`src/rtl/vmul_pkg.sv`:
```
// Shared definitions for the vmul lane multiplier: op encoding and the
// per-op operand extension rules.
package vmul_pkg;

  typedef logic [1:0] vmul_op_t;

  localparam vmul_op_t VMUL_MUL    = 2'b00;
  localparam vmul_op_t VMUL_MULH   = 2'b01;
  localparam vmul_op_t VMUL_MULHSU = 2'b10;
  localparam vmul_op_t VMUL_MULHU  = 2'b11;

  // Returns {a_signed, b_signed}; MUL uses zero extension since its low half is sign-agnostic.
  function automatic logic [1:0] vmul_ext_signs(input vmul_op_t op);
    logic [1:0] s;
    s = 2'b00;
    case (op)
      VMUL_MULH:   s = 2'b11;
      VMUL_MULHSU: s = 2'b10;
      default:     s = 2'b00;
    endcase
    return s;
  endfunction

endpackage

```
`src/rtl/vmul_booth_pp.sv`:
```
// Radix-4 Booth encoder: turns a (WIDTH+1)-bit signed multiplier into WIDTH/2+1
// signed partial-product rows, each pre-shifted and sign-extended to 2*WIDTH bits.
module vmul_booth_pp
  import vmul_pkg::*;
#(
  parameter int WIDTH = 32
) (
  input  logic [WIDTH:0]                  i_mcand,
  input  logic [WIDTH:0]                  i_mplier,
  output logic [WIDTH/2:0][2*WIDTH-1:0]   o_pp
);

  localparam int ROWS = WIDTH/2 + 1;
  localparam int PW   = 2*WIDTH;

  logic [WIDTH+2:0] w_y;
  logic [PW-1:0]    w_a1;
  logic [PW-1:0]    w_a2;

  // One extra sign bit on top gives an even digit count; the zero at the bottom is y[-1].
  assign w_y  = {i_mplier[WIDTH], i_mplier, 1'b0};
  assign w_a1 = {{(PW-WIDTH-1){i_mcand[WIDTH]}}, i_mcand};
  assign w_a2 = w_a1 << 1;

  generate
    for (genvar gi = 0; gi < ROWS; gi++) begin : g_row
      logic [2:0]    w_bits;
      logic          w_one;
      logic          w_two;
      logic          w_neg;
      logic [PW-1:0] w_mag;
      logic [PW-1:0] w_sgn;

      assign w_bits = w_y[2*gi+2 : 2*gi];
      assign w_neg  = w_bits[2];
      assign w_one  = w_bits[1] ^ w_bits[0];
      assign w_two  = (w_bits == 3'b100) | (w_bits == 3'b011);
      assign w_mag  = w_one ? w_a1 : (w_two ? w_a2 : '0);
      assign w_sgn  = w_neg ? (~w_mag + PW'(1)) : w_mag;
      assign o_pp[gi] = w_sgn << (2*gi);
    end
  endgenerate

endmodule

```
`src/rtl/vmul_pipe.sv`:
```
// Pipelined RISC-V M-extension multiplier lane: Booth rows and carry-save
// reduction feed STAGES valid/ready register slices, last slice holds the result.
module vmul_pipe
  import vmul_pkg::*;
#(
  parameter int WIDTH  = 32,
  parameter int STAGES = 3,
  parameter int TAG_W  = 8
) (
  input  logic             clk,
  input  logic             rst,
  input  logic             flush,
  input  logic             in_valid,
  output logic             in_ready,
  input  logic [1:0]       in_op,
  input  logic [WIDTH-1:0] in_a,
  input  logic [WIDTH-1:0] in_b,
  input  logic [TAG_W-1:0] in_tag,
  output logic             out_valid,
  input  logic             out_ready,
  output logic [WIDTH-1:0] out_result,
  output logic [TAG_W-1:0] out_tag
);

  localparam int ROWS = WIDTH/2 + 1;
  localparam int PW   = 2*WIDTH;

  logic [1:0]                 w_sign;
  logic [WIDTH:0]             w_a_ext;
  logic [WIDTH:0]             w_b_ext;
  logic [WIDTH/2:0][PW-1:0]   w_pp;
  logic [PW-1:0]              w_cs_s [1:ROWS-1];
  logic [PW-1:0]              w_cs_c [1:ROWS-1];

  logic [STAGES-1:0]          w_vld;
  logic [STAGES-1:0]          w_rdy;
  logic [STAGES-1:0]          w_in_vld;
  logic [PW-1:0]              w_in_sum [STAGES];
  logic [PW-1:0]              w_in_car [STAGES];
  vmul_op_t                   w_in_op  [STAGES];
  logic [TAG_W-1:0]           w_in_tag [STAGES];

  assign w_sign  = vmul_ext_signs(vmul_op_t'(in_op));
  assign w_a_ext = {w_sign[1] & in_a[WIDTH-1], in_a};
  assign w_b_ext = {w_sign[0] & in_b[WIDTH-1], in_b};

  vmul_booth_pp #(.WIDTH(WIDTH)) u_booth (
    .i_mcand  (w_a_ext),
    .i_mplier (w_b_ext),
    .o_pp     (w_pp)
  );

  // Carry-save chain: every row after the first two is folded in by one 3:2 level.
  assign w_cs_s[1] = w_pp[0];
  assign w_cs_c[1] = w_pp[1];

  generate
    for (genvar gi = 2; gi < ROWS; gi++) begin : g_csa
      logic [PW-1:0] w_maj;
      assign w_cs_s[gi] = w_cs_s[gi-1] ^ w_cs_c[gi-1] ^ w_pp[gi];
      assign w_maj      = (w_cs_s[gi-1] & w_cs_c[gi-1]) |
                          (w_cs_s[gi-1] & w_pp[gi]) |
                          (w_cs_c[gi-1] & w_pp[gi]);
      assign w_cs_c[gi] = w_maj << 1;
    end
  endgenerate

  // A slice may load when it or any slice downstream of it is empty, or the consumer takes.
  always_comb begin
    w_rdy = '0;
    for (int k = 0; k < STAGES; k++) begin
      w_rdy[k] = out_ready;
      for (int j = k; j < STAGES; j++) begin
        w_rdy[k] = w_rdy[k] | ~w_vld[j];
      end
    end
  end

  assign in_ready    = w_rdy[0] & ~flush;
  assign w_in_vld[0] = in_valid & in_ready;
  assign w_in_sum[0] = w_cs_s[ROWS-1];
  assign w_in_car[0] = w_cs_c[ROWS-1];
  assign w_in_op[0]  = vmul_op_t'(in_op);
  assign w_in_tag[0] = in_tag;

  generate
    for (genvar gi = 0; gi < STAGES; gi++) begin : g_stage
      if (gi < STAGES-1) begin : g_mid
        logic             r_vld;
        logic [PW-1:0]    r_sum;
        logic [PW-1:0]    r_car;
        vmul_op_t         r_op;
        logic [TAG_W-1:0] r_tag;

        always_ff @(posedge clk or posedge rst) begin
          if (rst) begin
            r_vld <= 1'b0;
            r_sum <= '0;
            r_car <= '0;
            r_op  <= VMUL_MUL;
            r_tag <= '0;
          end else begin
            if (flush)
              r_vld <= 1'b0;
            else if (w_rdy[gi])
              r_vld <= w_in_vld[gi];
            if (w_rdy[gi] && w_in_vld[gi]) begin
              r_sum <= w_in_sum[gi];
              r_car <= w_in_car[gi];
              r_op  <= w_in_op[gi];
              r_tag <= w_in_tag[gi];
            end
          end
        end

        assign w_vld[gi]      = r_vld;
        assign w_in_vld[gi+1] = r_vld;
        assign w_in_sum[gi+1] = r_sum;
        assign w_in_car[gi+1] = r_car;
        assign w_in_op[gi+1]  = r_op;
        assign w_in_tag[gi+1] = r_tag;
      end else begin : g_last
        logic             r_vld;
        logic [WIDTH-1:0] r_res;
        logic [TAG_W-1:0] r_tag;
        logic [PW-1:0]    w_prod;
        logic [WIDTH-1:0] w_sel;

        // Final carry-propagate add sits in front of the output register.
        assign w_prod = w_in_sum[gi] + w_in_car[gi];
        assign w_sel  = (w_in_op[gi] == VMUL_MUL) ? w_prod[WIDTH-1:0] : w_prod[PW-1:WIDTH];

        always_ff @(posedge clk or posedge rst) begin
          if (rst) begin
            r_vld <= 1'b0;
            r_res <= '0;
            r_tag <= '0;
          end else begin
            if (flush)
              r_vld <= 1'b0;
            else if (w_rdy[gi])
              r_vld <= w_in_vld[gi];
            if (w_rdy[gi] && w_in_vld[gi]) begin
              r_res <= w_sel;
              r_tag <= w_in_tag[gi];
            end
          end
        end

        assign w_vld[gi]  = r_vld;
        assign out_valid  = r_vld;
        assign out_result = r_res;
        assign out_tag    = r_tag;
      end
    end
  endgenerate

endmodule
```
`config.mk`:
```
export PLATFORM = sky130hd
export DESIGN_NAME = vmul_pipe
export DESIGN_NICKNAME = d
export VERILOG_FILES = /design/src/rtl/vmul_pkg.sv /design/src/rtl/vmul_booth_pp.sv /design/src/rtl/vmul_pipe.sv
export SDC_FILE = /design/constraint.sdc
export NUM_CORES = 2
export LEC_CHECK = 0
export BUFFER_PORTS_ARGS = -buffer_cell sky130_fd_sc_hd__buf_2
export CAP_MARGIN = 10
export CORE_MARGIN = 2
export CORE_UTILIZATION = 66
export CTS_CLUSTER_SIZE = 24
export DETAILED_ROUTE_END_ITERATION = 7
export PLACE_DENSITY = 0.83
export SYNTH_ARGS = -nofsm -noshare
export SYNTH_HDL_FRONTEND = slang
export SYNTH_SLANG_ARGS = --single-unit
export TNS_END_PERCENT = 1
```
`constraint.sdc`:
```
create_clock -name clk -period 11.2 [get_ports clk]
set_input_delay 2.24 -clock clk [delete_from_list [all_inputs] [get_ports clk]]
set_output_delay 2.24 -clock clk [all_outputs]
set_load 0.005 [all_outputs]
```
Word level (Yosys, flattened, before mapping)

Index checks and enable logic that the tools add are counted.

Register bits: 317
Bits in latches: 0
Memory bits (writable): 0
Bits in read-only memories: 0
Input bits: 79
Memories kept: 0

Add/subtract/negate cells: 18
Multipliers: 0
Divide/modulo/power cells: 0
$lt $le $gt $ge: 0
Eq/ne operators: 35
Shifts and indexed selects: 0
Multiplexer cells: 59
Bitwise gates (word level): 168
Reductions and logical operators: 7

Operators with widths:

| kind                  | count |
|---|---|
| $and 63x63->63        | 45 |
| $xor 64x64->64        | 30 |
| $or 63x63->63         | 30 |
| $mux 64               | 3 |
| $mux 62               | 3 |
| $mux 60               | 3 |
| $mux 58               | 3 |
| $mux 56               | 3 |
| $mux 54               | 3 |
| $mux 52               | 3 |
| $mux 50               | 3 |
| $mux 48               | 3 |
| $mux 46               | 3 |
| $mux 44               | 3 |
| $mux 32               | 4 |
| $mux 42               | 3 |
| $mux 40               | 3 |
| $mux 38               | 3 |
| $mux 36               | 3 |
| $mux 34               | 3 |
| $add 64x1->64 const B | 1 |
| $add 64x64->64        | 1 |
| $not 64->64           | 1 |
| $add 62x1->62 const B | 1 |
| 44 further kinds      | 126 |

Depth between registers and ports, before layout

Depth in word-level cells: 53
Depth in mapped cells: 47
Mapped depth without buffers: 42

Modules after synthesis

From an unflattened synthesis, not the netlist that was laid out.

Cells, all modules: 7349
Area total of the unflattened synthesis: 64907.3 um^2

Modules (own cells, without submodules):

| module        | instances | cells each | area each (um^2) |
|---|---|---|---|
| vmul_pipe     | 1         | 2362       | 34994.8 |
| vmul_booth_pp | 1         | 4987       | 29912.4 |

Worst setup path before layout

Ideal clock, no wire load.

Kind: input to register
Start: input port in_b[5]
End: register g_stage[0].g_mid.r_sum[63]
Setup time: 0.132 ns
Arrival time: 15.745 ns
Data required time: 11.068 ns
Path slack: -4.677 ns
Stages: 45
Path buffers: 7
Cell sequence: buf_1 clkinv_1 ha_1 clkbuf_1 buf_1 buf_1 clkbuf_1 buf_1 a21oi_1 ha_1 o211ai_1 nor4_1 o211ai_1 or2_2 or3_1 or4_1 a21oi_1 a21oi_1 [... 9 more ...] fa_1 fa_1 fa_1 fa_1 inv_1 fa_1 fa_1 xnor2_1 xnor2_1 xnor2_1 xnor2_1 xnor2_1 xnor2_1 xnor3_1 xnor2_1 xnor3_1 xnor2_1 o21ai_1

Longest elaborated chain between the ends: 51
Elaborated cells on any way between the ends: 115
Those cells by class: add/sub: 2; eq/ne: 4; mux: 6; bitwise: 103

RTL lines:

| element                                  | RTL line            | source |
|---|---|---|
| start: declaration                       | vmul_pipe.sv:17     | `input logic [WIDTH-1:0] in_b,` |
| $eq 3x3->1 or $eq 3x2->1 (tied branches) | vmul_booth_pp.sv:37 | `assign w_two = (w_bits == 3'b100) \| (w_bits == 3'b011);` |
| $or 1x1->1                               | vmul_booth_pp.sv:37 |  |
| $mux 60 (2 in a row)                     | vmul_booth_pp.sv:38 | `assign w_mag = w_one ? w_a1 : (w_two ? w_a2 : '0);` |
| $not 60->60                              | vmul_booth_pp.sv:39 | `assign w_sgn = w_neg ? (~w_mag + PW'(1)) : w_mag;` |
| $add 60x1->60                            | vmul_booth_pp.sv:39 |  |
| $mux 60                                  | vmul_booth_pp.sv:39 |  |
| $and 63x63->63                           | vmul_pipe.sv:62     | `(w_cs_s[gi-1] & w_pp[gi]) \|` |
| $or 63x63->63                            | vmul_pipe.sv:61     | `assign w_maj = (w_cs_s[gi-1] & w_cs_c[gi-1]) \|` |
| [... 33 more ...]                        | n/a                 |  |
| $or 63x63->63                            | vmul_pipe.sv:62     |  |
| $and 63x63->63                           | vmul_pipe.sv:61     |  |
| $or 63x63->63                            | vmul_pipe.sv:61     |  |
| $or 63x63->63                            | vmul_pipe.sv:62     |  |
| $and 63x63->63                           | vmul_pipe.sv:61     |  |
| $or 63x63->63                            | vmul_pipe.sv:61     |  |
| $or 63x63->63                            | vmul_pipe.sv:62     |  |
| $xor 64x64->64 * (2 in a row)            | vmul_pipe.sv:60     | `assign w_cs_s[gi] = w_cs_s[gi-1] ^ w_cs_c[gi-1] ^ w_pp[gi];` |
| end signal: assignment                   | vmul_pipe.sv:108    | `r_sum <= w_in_sum[gi];` |
| end: declaration                         | vmul_pipe.sv:90     | `logic [PW-1:0] r_sum;` |

Every way passes the cells marked *; elsewhere a longest branch is shown, timed or not.
A chain may end at the register's enable or synchronous reset.

Worst setup path in the final report

Start: input port in_b[4]
End: register g_stage[0].g_mid.r_sum[63]

Longest elaborated chain between the ends: 51
Elaborated cells on any way between the ends: 107
Those cells by class: add/sub: 1; eq/ne: 2; mux: 3; bitwise: 101

RTL lines:

| element                                  | RTL line |
|---|---|
| $eq 3x3->1 or $eq 3x2->1 (tied branches) | vmul_booth_pp.sv:37 |
| $or 1x1->1                               | vmul_booth_pp.sv:37 |
| $mux 60                                  | vmul_booth_pp.sv:38 |
| $mux 60 *                                | vmul_booth_pp.sv:38 |
| $not 60->60                              | vmul_booth_pp.sv:39 |
| $add 60x1->60                            | vmul_booth_pp.sv:39 |
| $mux 60 *                                | vmul_booth_pp.sv:39 |
| $and 63x63->63                           | vmul_pipe.sv:62 |
| [... 34 more ...]                        | n/a |
| $or 63x63->63                            | vmul_pipe.sv:62 |
| $and 63x63->63                           | vmul_pipe.sv:61 |
| $or 63x63->63                            | vmul_pipe.sv:61 |
| $or 63x63->63                            | vmul_pipe.sv:62 |
| $and 63x63->63                           | vmul_pipe.sv:61 |
| $or 63x63->63                            | vmul_pipe.sv:61 |
| $or 63x63->63                            | vmul_pipe.sv:62 |
| $xor 64x64->64 * (2 in a row)            | vmul_pipe.sv:60 |

Marked as above.

==> results.py <==
metrics = {
    "synthesis": {
        "ys_seq_elements": 285,
        "ys_seq_area_share_pct": 12.98,
        "synth_edf_count": 0,
        "synth.distinct_cells": 88,
        "synth_nets": 7470,
        "yosys_warnings": 0,
        "synthFlopType": "dfrtp_1",
        "syn_area_sq_mm": 0.05494,
        "syn_inst": 6486,
        "synthArstFlopShare_pct": 100.0,
        "synth_area_per_cell_sq_um": 8.470,
    },
    "grt": {
        "grt_use_met2_pct": 75.53,
        "grt_pass1_vias": 55600,
        "grt.total_usage_pct": 53.26,
        "grt_max_degree": 122,
        "met3_usage_pct": 17.13,
        "grt_use_met1_pct": 67.51,
        "grt_busiest_layer": "met2",
        "antenna_found_initial": 13,
        "grt_pass1_wl_mm": 343.3,
        "grt.overflow.total": 0,
    },
    "clock_network": {
        "cts_root_buffer": "clkbuf_16",
        "cts_buffers": 28,
        "hold_buffers": 0,
        "cts-htree-levels": 1,
        "clkTransAtPathRegs_ns": 0.07,
        "cts_tree": "built",
        "cts_buffer_depth": 3,
        "insertion_delay_ns": 0.60,
        "cts_sinks": 285,
    },
    "timing": {
        "fin_crit_ns": 13.72,
        "period_share_pct": 122.5,
        "fin_ws_ns": -2.520,
        "fmax_ghz": 0.07289,
        "skew_ns": 0.01826,
        "max-slew-margin-rel_pct": 20.35,
        "rsz0062_at_grt": "true",
        "worstMarginPinSlew_ns": 1.186,
        "setup_viol": 93,
        "finalHoldViolations": 0,
        "maxSlewViolCount": 0,
    },
    "floorplan": {
        "fp-row-count": 105,
        "dieWidth_microns": 292.5,
        "chipHeight_microns": 292.5,
        "ios": 121,
        "core_area_sq_mm": 0.08224,
        "start_util_pct": 66.80,
        "dieArea_sq_mm": 0.08556,
    },
    "setup_path": {
        "critical_path_class": "input pin to flip-flop",
        "path_common_cell": "fa_2",
        "worst-path-buf-inv": 5,
        "crit_slowest_cell": "fa_2",
        "start_kind": "input pin",
        "crit_family": "adder cells",
        "required_ns": 11.64,
        "path_max_fanout": 4,
        "slowest_delay_ns": 0.60,
        "crit_path_end_kind": "flip-flop",
        "critical_path_arrival_ns": 14.16,
    },
    "placed_design": {
        "place_congestion": 1.096,
        "dp_slack_ns": -3.301,
        "io_buffers": 120,
        "dp_hpwl_mm": 183.3,
    },
    "detailed_routing": {
        "ant_nets": 0,
        "vias": 56810,
        "detail_route.wl_per_cell_microns": 28.95,
        "drc": 16,
        "dr.first_iter.drc_count": 10150,
        "routed_wirelength_mm": 232.3,
        "drt_pre_antenna_iters": 8,
        "avgViaCountPerCell": 7.082,
    },
    "run_status": {
        "violations": "design-rule violations, negative setup slack",
        "outcome": "finished with violations",
    },
    "finish": {
        "finalNetCount": 7909,
        "area_growth_pct": 14.85,
        "drive_above_1_share_pct": 21.83,
    },
    "job": {
        "maxCapViolCount": 0,
    },
    "hold_path": {
        "hold_class": "flip-flop to flip-flop",
    },
}
-- stage by stage --
step / hold slack [ns] / setup TNS, ns / area, sq um / std cells / utilization, %
2_1_floorplan: 0.4331 / -163.79 / 55490 / 6486 / -
3_3_place_gp: 0.4413 / -213.98 / 61770 / 7960 / 75.11
3_5_place_dp: 0.4549 / -221.26 / 61770 / 7960 / 75.11
4_1_cts: 0.4721 / -141.99 / 63000 / 8016 / 76.61
5_1_grt: 0.4949 / -165.30 / 63090 / 8018 / 76.71
6_report: 0.4714 / -146.92 / 63100 / 8022 / 76.72
-- cells in the mapped netlist, drive strengths merged (85+ instances only) --
library cell	count	share of area, %
buf	124	0.88
xnor2	379	6.0
dfrtp	285	13
xor2	205	3.3
ha	229	5.2
nand2	780	5.3
o31ai	117	1.6
o21ai	509	4.6
mux2	260	5.3
fa	676	25
a211oi	85	1.2
a22oi	180	2.5
inv	320	2.2
a21oi	348	3.2
clkbuf	469	3.2
nor2	358	2.4
-- logic make-up after synthesis --
logic type	count (synthesis)	synth area share (%)
AO/OA/AOI/OAI	1853	22.06
AND/OR/NAND/NOR	1628	13.22
buffers and inverters	929	6.382
adder cells (fa/ha/maj)	905	29.85
XOR/XNOR	588	9.474
multiplexers	298	6.029
flip-flops	285	12.98
-- sequential cells by signal (all words and copies together) (netlist names) --
register             flops
out_tag                  8
g_stage.g_mid.r_sum    128
g_stage.g_mid.r_vld      2
out_valid                1
out_result              32
g_stage.g_mid.r_car     94
g_stage.g_mid.r_tag     16
g_stage.g_mid.r_op       4
-- per-layer routing --
layer / vias up / part of all wire [%]
met1: 26900 / 34
li1: 23400 / -
met3: 1409 / 15
met4: 6 / 10
met5: - / 0.028
met2: 5099 / 40
-- area by class of cell --
type | instances | area [sq um]
fillers | 5768 | 19140
flip-flops and latches | 285 | 7132
diodes | 6 | 15.01
multi-input cells | 5272 | 44920
repair buffers | 1002 | 7447
clock buffers | 41 | 809.5
inverters | 336 | 1291
well taps | 1070 | 1339
clock inverters | 10 | 146.4
-- layout by cell type, fill, tap and decap left out, drive strengths merged, types with 33 or more instances in the layout --
| cell type | netlist | final |
|---|---|---|
| ha | 229 | 229 |
| clkbuf | 469 | 41 |
| a31oi | 73 | 73 |
| a32oi | 68 | 68 |
| a21oi | 348 | 348 |
| and2 | 35 | 35 |
| a21boi | 51 | 51 |
| o31ai | 117 | 117 |
| a211oi | 85 | 85 |
| o21a | 33 | 33 |
| fa | 676 | 676 |
| nor2b | 61 | 61 |
| a22o | 44 | 44 |
| or2 | 35 | 35 |
| nor2 | 358 | 358 |
| inv | 320 | 321 |
| nand2b | 76 | 76 |
| mux2 | 260 | 260 |
| nand2 | 780 | 780 |
| buf | 124 | 1002 |
| and3 | 37 | 37 |
| nand3 | 59 | 59 |
| xnor2 | 379 | 379 |
| o21ai | 509 | 509 |
| a22oi | 180 | 180 |
| nor3 | 78 | 78 |
| o22ai | 43 | 43 |
| dfrtp | 285 | 285 |
| xor2 | 205 | 205 |
| a21o | 66 | 66 |
| or3 | 38 | 38 |
| mux2i | 38 | 38 |
-- tightest hold or removal path: cells and delay by family (launching register included) --
family        cells  cell delay, ns
flops             1            0.34
simple gates      2            0.10
-- path summary, 6_finish.rpt --
check                                                       start                                     end  slack, ns  depth (start not counted)
min in group asynchronous                                     rst      g_stage[0].g_mid.r_vld$_DFFE_PP0P_       1.81                          2
max reg2reg                g_stage[1].g_mid.r_sum[17]$_DFFE_PP0P_              out_result[23]$_DFFE_PP0P_       5.72                         14
min                         g_stage[1].g_mid.r_tag[4]$_DFFE_PP0P_                  out_tag[4]$_DFFE_PP0P_       0.47                          2
max in group asynchronous                                     rst   g_stage[1].g_mid.r_sum[2]$_DFFE_PP0P_       7.76                          3
max                                                       in_b[4]  g_stage[0].g_mid.r_sum[63]$_DFFE_PP0P_      -2.52                         44
min reg2reg                 g_stage[1].g_mid.r_tag[4]$_DFFE_PP0P_                  out_tag[4]$_DFFE_PP0P_       0.47                          2
-- repair_timing --
item	4_1_cts	5_1_grt
buffers inserted	5	0
pin swaps	237	39
endpoints found under the setup margin	93	93
resized for setup	86	26
Power is not shown: default switching activity piles up to over one toggle a cycle in this logic, so the estimate is an artifact.
